**src/rtl/out_port_fifo_if.sv**
```systemverilog
// Output-port queue bus: CPU push side, consumer ack side and queue status.
// The master modport belongs to the CPU/consumer side; the FIFO takes slave.
interface out_port_fifo_if #(
  parameter int WIDTH  = 10,
  parameter int ADDR_W = 2
);
  logic              wr_en;
  logic [WIDTH-1:0]  wr_data;
  logic              flush;
  logic              ack;
  logic              ovf_clr;
  logic              OE;
  logic [WIDTH-1:0]  data;
  logic              full;
  logic              empty;
  logic [ADDR_W:0]   count;
  logic              ovf;

  modport master (
    output wr_en, wr_data, flush, ack, ovf_clr,
    input  OE, data, full, empty, count, ovf
  );

  modport slave (
    input  wr_en, wr_data, flush, ack, ovf_clr,
    output OE, data, full, empty, count, ovf
  );
endinterface

```
**src/rtl/out_port_fifo.sv**
```systemverilog
// Output-port FIFO: queues OUT-instruction words and presents the oldest one
// with OE until the consumer acks it. Sticky overflow flags dropped pushes.
module out_port_fifo #(
  parameter int WIDTH  = 10,
  parameter int DEPTH  = 4,
  parameter int ADDR_W = $clog2(DEPTH)
) (
  input  logic             Clock,
  input  logic             Resetn,
  out_port_fifo_if.slave   bus
);

  logic [WIDTH-1:0]  mem [DEPTH];
  logic [ADDR_W-1:0] wr_ptr;
  logic [ADDR_W-1:0] rd_ptr;
  logic [ADDR_W:0]   cnt;
  logic              ovf_q;

  logic empty_w;
  logic full_w;
  logic pop;
  logic push;
  logic drop;

  assign empty_w = (cnt == '0);
  assign full_w  = (cnt == (ADDR_W+1)'(DEPTH));

  // A pop in the same cycle frees a slot, so a full queue can still accept.
  assign pop  = bus.ack & ~empty_w;
  assign push = bus.wr_en & (~full_w | pop);
  assign drop = bus.wr_en & full_w & ~pop;

  always_ff @(posedge Clock) begin
    if (push && !bus.flush) begin
      mem[wr_ptr] <= bus.wr_data;
    end
  end

  always_ff @(posedge Clock or negedge Resetn) begin
    if (!Resetn) begin
      wr_ptr <= '0;
      rd_ptr <= '0;
      cnt    <= '0;
    end else if (bus.flush) begin
      wr_ptr <= '0;
      rd_ptr <= '0;
      cnt    <= '0;
    end else begin
      if (push) wr_ptr <= wr_ptr + ADDR_W'(1);
      if (pop)  rd_ptr <= rd_ptr + ADDR_W'(1);
      unique case ({push, pop})
        2'b10:   cnt <= cnt + (ADDR_W+1)'(1);
        2'b01:   cnt <= cnt - (ADDR_W+1)'(1);
        default: cnt <= cnt;
      endcase
    end
  end

  // Set wins over clear; flush leaves the flag alone.
  always_ff @(posedge Clock or negedge Resetn) begin
    if (!Resetn) begin
      ovf_q <= 1'b0;
    end else if (drop) begin
      ovf_q <= 1'b1;
    end else if (bus.ovf_clr) begin
      ovf_q <= 1'b0;
    end
  end

  assign bus.OE    = ~empty_w;
  assign bus.data  = empty_w ? '0 : mem[rd_ptr];
  assign bus.full  = full_w;
  assign bus.empty = empty_w;
  assign bus.count = cnt;
  assign bus.ovf   = ovf_q;

endmodule

```
**src/flat_wrapper.sv**
```systemverilog
// flat-port wrapper written by rule: the top's interface ports become plain ports
module out_port_fifo_flat 
#(
  parameter int WIDTH  = 10,
  parameter int DEPTH  = 4,
  parameter int ADDR_W = $clog2(DEPTH)
)
  (Clock, Resetn, bus_wr_en, bus_wr_data, bus_flush, bus_ack, bus_ovf_clr, bus_OE, bus_data, bus_full, bus_empty, bus_count, bus_ovf);
  out_port_fifo_if #(.WIDTH(WIDTH), .ADDR_W(ADDR_W)) bus_i ();
  input  logic Clock;
  input  logic Resetn;
  input wire logic [$bits(bus_i.wr_en)-1:0] bus_wr_en;
  input wire logic [$bits(bus_i.wr_data)-1:0] bus_wr_data;
  input wire logic [$bits(bus_i.flush)-1:0] bus_flush;
  input wire logic [$bits(bus_i.ack)-1:0] bus_ack;
  input wire logic [$bits(bus_i.ovf_clr)-1:0] bus_ovf_clr;
  output wire logic [$bits(bus_i.OE)-1:0] bus_OE;
  output wire logic [$bits(bus_i.data)-1:0] bus_data;
  output wire logic [$bits(bus_i.full)-1:0] bus_full;
  output wire logic [$bits(bus_i.empty)-1:0] bus_empty;
  output wire logic [$bits(bus_i.count)-1:0] bus_count;
  output wire logic [$bits(bus_i.ovf)-1:0] bus_ovf;
  assign bus_i.wr_en = bus_wr_en;
  assign bus_i.wr_data = bus_wr_data;
  assign bus_i.flush = bus_flush;
  assign bus_i.ack = bus_ack;
  assign bus_i.ovf_clr = bus_ovf_clr;
  assign bus_OE = bus_i.OE;
  assign bus_data = bus_i.data;
  assign bus_full = bus_i.full;
  assign bus_empty = bus_i.empty;
  assign bus_count = bus_i.count;
  assign bus_ovf = bus_i.ovf;
  out_port_fifo #(.WIDTH(WIDTH), .DEPTH(DEPTH), .ADDR_W(ADDR_W)) u_core (.Clock(Clock), .Resetn(Resetn), .bus(bus_i));
endmodule
```
**config.mk**
```make
export PLATFORM = sky130hd
export DESIGN_NAME = out_port_fifo_flat
export DESIGN_NICKNAME = d
export VERILOG_FILES = /design/src/rtl/out_port_fifo_if.sv /design/src/rtl/out_port_fifo.sv /design/src/flat_wrapper.sv
export SDC_FILE = /design/constraint.sdc
export NUM_CORES = 1
export LEC_CHECK = 0
export ABC_AREA = 1
export CAP_MARGIN = 10
export CELL_PAD_IN_SITES_DETAIL_PLACEMENT = 1
export CELL_PAD_IN_SITES_GLOBAL_PLACEMENT = 1
export CORE_UTILIZATION = 35
export DETAILED_ROUTE_END_ITERATION = 10
export GPL_TIMING_DRIVEN = 0
export PLACE_DENSITY_LB_ADDON = 0.1
export SETUP_SLACK_MARGIN = 0.2
export SYNTH_ARGS = -nofsm -noshare
export SYNTH_HDL_FRONTEND = slang
export SYNTH_SLANG_ARGS = --single-unit
export TNS_END_PERCENT = 10
```
**constraint.sdc**
```tcl
create_clock -name Clock -period 3 [get_ports Clock]
set_input_delay 0.6 -clock Clock [delete_from_list [all_inputs] [get_ports Clock]]
set_output_delay 0.6 -clock Clock [all_outputs]
set_load 0.02 [all_outputs]
```
# [After elaboration in Yosys (flattened, before gate mapping)]
# Memory sizes are Yosys's and may differ from the RTL's.
# Index checks and enable logic that the tools add are counted.
[word_totals] regBits=8 latchBits=0 ramBits=40 mem_bits_ro=0 output_inout_bits=17 wordCells=38 memories=1
[mem_list] memory="u_core.mem" words=4 word_bits=10 read_ports=1 rd_ports_with_merged_regs=0 write_ports=1 line_no="out_port_fifo.sv:13" text="logic [WIDTH-1:0] mem [DEPTH];"
[classes] n_addsub=4 n_mul=0 div_mod_pow=0 n_lt_le_gt_ge=0 eq_ne=3 n_shift=0 mux=11 n_bitwise=8 n_reduce_logical=7
[op_table] cell="$mux 10" count=1
[op_table] cell="$mux 2" count=4
[op_table] cell="$pmux 3 s2" count=1
[op_table] cell="$reduce_bool 2->1" count=3
[op_table] cell="$add 2x1->2 const B" count=2
[op_table] cell="$and 1x1->1" count=4
[op_table] cell="$mux 1" count=4
[op_table] cell="$add 3x1->3 const B" count=1
[op_table] cell="$eq 3x3->1 const B" count=1
[op_table] cell="$logic_not 3->1" count=1
[op_table] cell="$mux 3" count=1
[op_table] cell="$not 1->1" count=3
[op_table] cell="$reduce_bool 3->1" count=1
[op_table] cell="$sub 3x1->3 const B" count=1
[op_table] cell="$eq 2x1->1 const B" count=1
[op_table] cell="$eq 2x2->1 const B" count=1
[op_table] cell="$logic_and 1x1->1" count=1
[op_table] cell="$logic_not 1->1" count=1
[op_table] cell="$or 1x1->1" count=1

# [Logic depth before layout (Yosys ltp)]
[logic_depth] word_depth=8 depth_mapped=11

# [Worst setup path after synthesis]
# OpenSTA, ideal clock, no wires.
[synth_timing] kind="register to output" from="register u_core.cnt[0], in the netlist u_core.bus.count[0]" to="output bus_data[0]" arrival_ns=1.345 required_time_ns=2.400 slack_ns=1.055 path_stages_with_launch=6 path_buffers=1 path_cell_list="dfrtp_1 nor2_4 nand2_4 inv_2 buf_2 a21oi_1"
[synth_via] elab_chain_cells=2
[synth_lines] item="start: declaration" line_no="out_port_fifo.sv:16" text="logic [ADDR_W:0] cnt;"
[synth_lines] item="start signal: assignment" line_no="out_port_fifo.sv:52" text="2'b10: cnt <= cnt + (ADDR_W+1)'(1);"
[synth_lines] item="start signal: assignment" line_no="out_port_fifo.sv:53" text="2'b01: cnt <= cnt - (ADDR_W+1)'(1);"
[synth_lines] item="start signal: assignment" line_no="out_port_fifo.sv:54" text="default: cnt <= cnt;"
[synth_lines] item="$logic_not 3->1" line_no="out_port_fifo.sv:25" text="assign empty_w = (cnt == '0);"
[synth_lines] item="net bus_empty" line_no="flat_wrapper.sv:20" text="output wire logic [$bits(bus_i.empty)-1:0] bus_empty;"
[synth_lines] item="$mux 10" line_no="out_port_fifo.sv:71" text="assign bus.data = empty_w ? '0 : mem[rd_ptr];"
[synth_lines] item="end: declaration" line_no="flat_wrapper.sv:18" text="output wire logic [$bits(bus_i.data)-1:0] bus_data;"
# The timed path passes the listed nets, and every way through them passes these cells.

# [Final worst setup path]
[layout_timing] from="register u_core.rd_ptr[0]" to="output bus_data[3]"
[layout_via] elab_chain_cells=2
[layout_lines] item="start: declaration" line_no="out_port_fifo.sv:15" text="logic [ADDR_W-1:0] rd_ptr;"
[layout_lines] item="start signal: assignment" line_no="out_port_fifo.sv:50" text="if (pop) rd_ptr <= rd_ptr + ADDR_W'(1);"
[layout_lines] item="$mem_v2 4x10"
[layout_lines] item="$mux 10" line_no="out_port_fifo.sv:71"
# No other way between the ends.

==> metrics.csv <==
stage,metric,value,unit
drt,wl,5040,um
finish,fin_util,46.6,%
timing,drv_slew,0,
setup_path,cp_top_family,buffers and inverters,
synth,mappedNetlistNets,209,
setup_path,critPathKind,reg -> out,
setup_path,slowest_delay,640,ps
global_routing,grt_pass1_wl,7860,um
place,dp_hpwl,3520,um
synth,synth.most_common_cell,nor2_1,
synth,synth_area_per_cell,11.3,um^2
worst_hold_path,min_from,u_core.bus.ovf,
synth,synth_compound_area_share,9.04,%
pwr,power_switching_share,36.5,%
timing,finalHoldViolCount,0,
pwr,powerDensity,821,nW/um^2
synth,ys.warnings.count,0,
setup_path,cp_common_cell,nor2_1,
pwr,ir_worst_vdd,336,uV
finish,syn_to_final_growth,24.8,%
setup_path,r2r_start,u_core.bus.count[0],
synth,synth_xor_area_share,0.413,%
timing,slew_headroom,54.6,%
pwr,p_switching,0.000792,W
cts,cts_tree,built,
timing,fmax,376,MHz
setup_path,crit_fanout,10,
worst_hold_path,holdPathEnd,u_core.bus.ovf,
drt,first_pass_iters,4,
timing,rsz0062_at_grt,no,
status,status,"complete, no violations",
floorplan,row_count,27,
floorplan,die_area,6370,um^2
pwr,intPower,0.00138,W
synth,postSynth.asyncResetShare,16.7,%
place,dpl_cell_area,2530,um^2
drt,post_drt_via_cell_ratio,4.96,
synth,synth_edf_count,40,
timing,tightestPinTransition,680,ps
setup_path,worstPathArrival,2060,ps
cts,clkTransAtPathRegs,80,ps
timing,fin_crit,2660,ps
global_routing,gr-total-overflow,0,
pwr,power,0.00217,W
setup_path,slowest_stage,clkdlybuf4s50_1,
cts,clock-root-buffer,clkbuf_8,
setup_path,rr_worst_depth,11,
global_routing,antenna_found_initial,0,
global_routing,groute.usage.overall,17.3,%
setup_path,cp.required,2400,ps
pwr,p_leak,0.995,nW
floorplan,start_util,37.3,%
floorplan,die_h,79.8,um
synth,synth_simple_gate_area_share,16.3,%
drt,drt_iter0_markers,28,
cts,ctsHtreeMaxLevel,2,
synth,yosys-top-cells-area,"edfxtp_1, dfrtp_1, nor2_1",
timing,tns,0,ps
synth,synth_area,2120,um^2
synth,synth_cells,188,
flow_run,drv_cap,0,
synth,synth_adder_area_share,3.31,%
synth,ys_seq_area_share,66.2,%
timing,layout_setup_ws,341,ps
drt,drc_errors,0,
finish,antenna_cells,0,
pwr,seq_power_share,37.7,%
floorplan,die_x,79.8,um
setup_path,path_cells,buf_2 > nor2_1 > nor2_1 > o21ai_0 > a21oi_1 > clkdlybuf4s50_1,
setup_path,r2r-end,u_core.bus.count[2],
synth,synth_top_flop_cell,edfxtp_1,
place,routabilityCongestion,0.788,
place,detailedPlace.worstSlack,425,ps
synth,ys_seq_elements,48,
place,portBuffers,32,
finish,final_nets,248,
setup_path,worst-path-buf-inv,2,
finish,design_area,2640,um^2
drt,ant_nets,0,
floorplan,coreArea,5680,um^2
synth,synth_top_area_cell,edfxtp_1,
cts,cts_inserted_buffers,5,
setup_path,ff2ff_setup_slack,990,ps
pwr,combPwrFrac,41.0,%
setup_path,cp-start-kind,flop,
timing,fin_crit_sh,88.6,%
cts,clockBufferDepth,2,
synth,synthMuxAreaShare,0,%
timing,finClkSkew,5.01,ps
drt,wl_per_cell,16.8,um
global_routing,grt_pass1_vias,1598,
worst_hold_path,hold_class,reg -> reg,
cts,clk_latency,300,ps
pwr,clock_power_share,21.3,%
cts,clkSinkCount,48,
timing,setup_viol,0,
worst_hold_path,min_path_cells,2,
finish,drive_gt1_share,14.5,%
floorplan,boundaryPins,33,
drt,routed-via-count,1489,
synth,ys_types,22,
cts,post_cts_buffers,0,
synth,synth_top_family_by_area,simple AND/OR/NAND/NOR gates,
synth,synth_top_area_share,56.7,%
synth,synthTopCellsByCount,"nor2_1, edfxtp_1, o21ai_0, inv_1, a21oi_1",
setup_path,endpoint_kind,output port,
global_routing,grt_max_degree,16,
-- layout by cell type, fill, tap and decap left out, drive strengths merged --
cell	netlist	routed
nand4	2	2
nor2	47	47
o21ai	24	24
edfxtp	40	40
fa	1	1
clkinv	0	2
buf	3	3
nand2	15	15
xnor2	1	1
clkbuf	4	9
a21oi	13	13
dfrtp	8	8
nand3	6	6
inv	19	19
o22ai	1	1
clkdlybuf4s50	0	32
ha	4	4
bufinv	0	1
-- worst max path at each step --
| stage | cells after the start | start | to |
|---|---|---|---|
| floorplan | 5 | u_core.bus.count[0] | bus_data[0] |
| global placement | 5 | u_core.rd_ptr[0] | bus_data[1] |
| detailed placement | 5 | u_core.rd_ptr[0] | bus_data[3] |
| CTS | 6 | u_core.rd_ptr[1] | bus_data[1] |
| global route | 6 | u_core.rd_ptr[0] | bus_data[1] |
| finish | 6 | u_core.rd_ptr[0] | bus_data[3] |
-- tightest hold or removal path: stages, from the launching register on --
cell	delay (ps)
dfrtp_1	380
inv_1	50
o22ai_1	60
-- repair_timing --
item | in CTS | in global routing
resized for setup | 2 | 2
gates cloned | 0 | 0
setup endpoints to repair | 8 | 4
endpoints found under the hold margin | 0 | 0
hold buffers | 0 | 0
pin swaps | 0 | 0
-- logic make-up (layout without fill, tap and decap cells) --
group,count (synthesis),in the layout
fa+ha+maj,5,5
simple gates,70,70
flops,48,48
buf+inv,26,66
xor+xnor,1,1
compound gates,38,38
-- through the flow --
stage	hold WS, ps	instances
after detailed placement	524	292
after CTS	536	300
after global routing	573	300
after floorplan	304	188
after global placement	522	292
final	532	300
-- state kept, by name, indices dropped and copies added (netlist names) --
register and flops:
u_core.wr_ptr 2, u_core.mem 40, u_core.rd_ptr 2, u_core.bus.count 3, u_core.bus.ovf 1
-- cell type report --
cell class	instances	area, um^2
Clock buffer	5	68.8
Fill cell	636	3030
Timing Repair Buffer	32	320
Inverter	19	71.3
Clock inverter	3	42.5
Buffer	7	33.8
Multi-Input combinational cell	114	616
Sequential cell	48	1400
Tap cell	72	90.1
-- power by group through the flow --
stage / Combinational, W / Sequential [W] / Clock, W
floorplan: 0.000477 / 0.000847 / 0
global placement: 0.000867 / 0.000828 / 0
detailed placement: 0.000897 / 0.000833 / 0
CTS: 0.000905 / 0.000818 / 0.000469
global route: 0.000966 / 0.000825 / 0.000498
finish: 0.000891 / 0.000818 / 0.000462
-- per-layer routing --
metal	global-route usage, %	vias to the layer above	share of wire, %
met2	31.1	24	52
met3	4.23	4	3.3
li1	-	709	-
met1	20.5	752	43
met5	0	-	0
met4	4.82	0	0.85
Note: power is estimated with default switching activity, not from simulation.
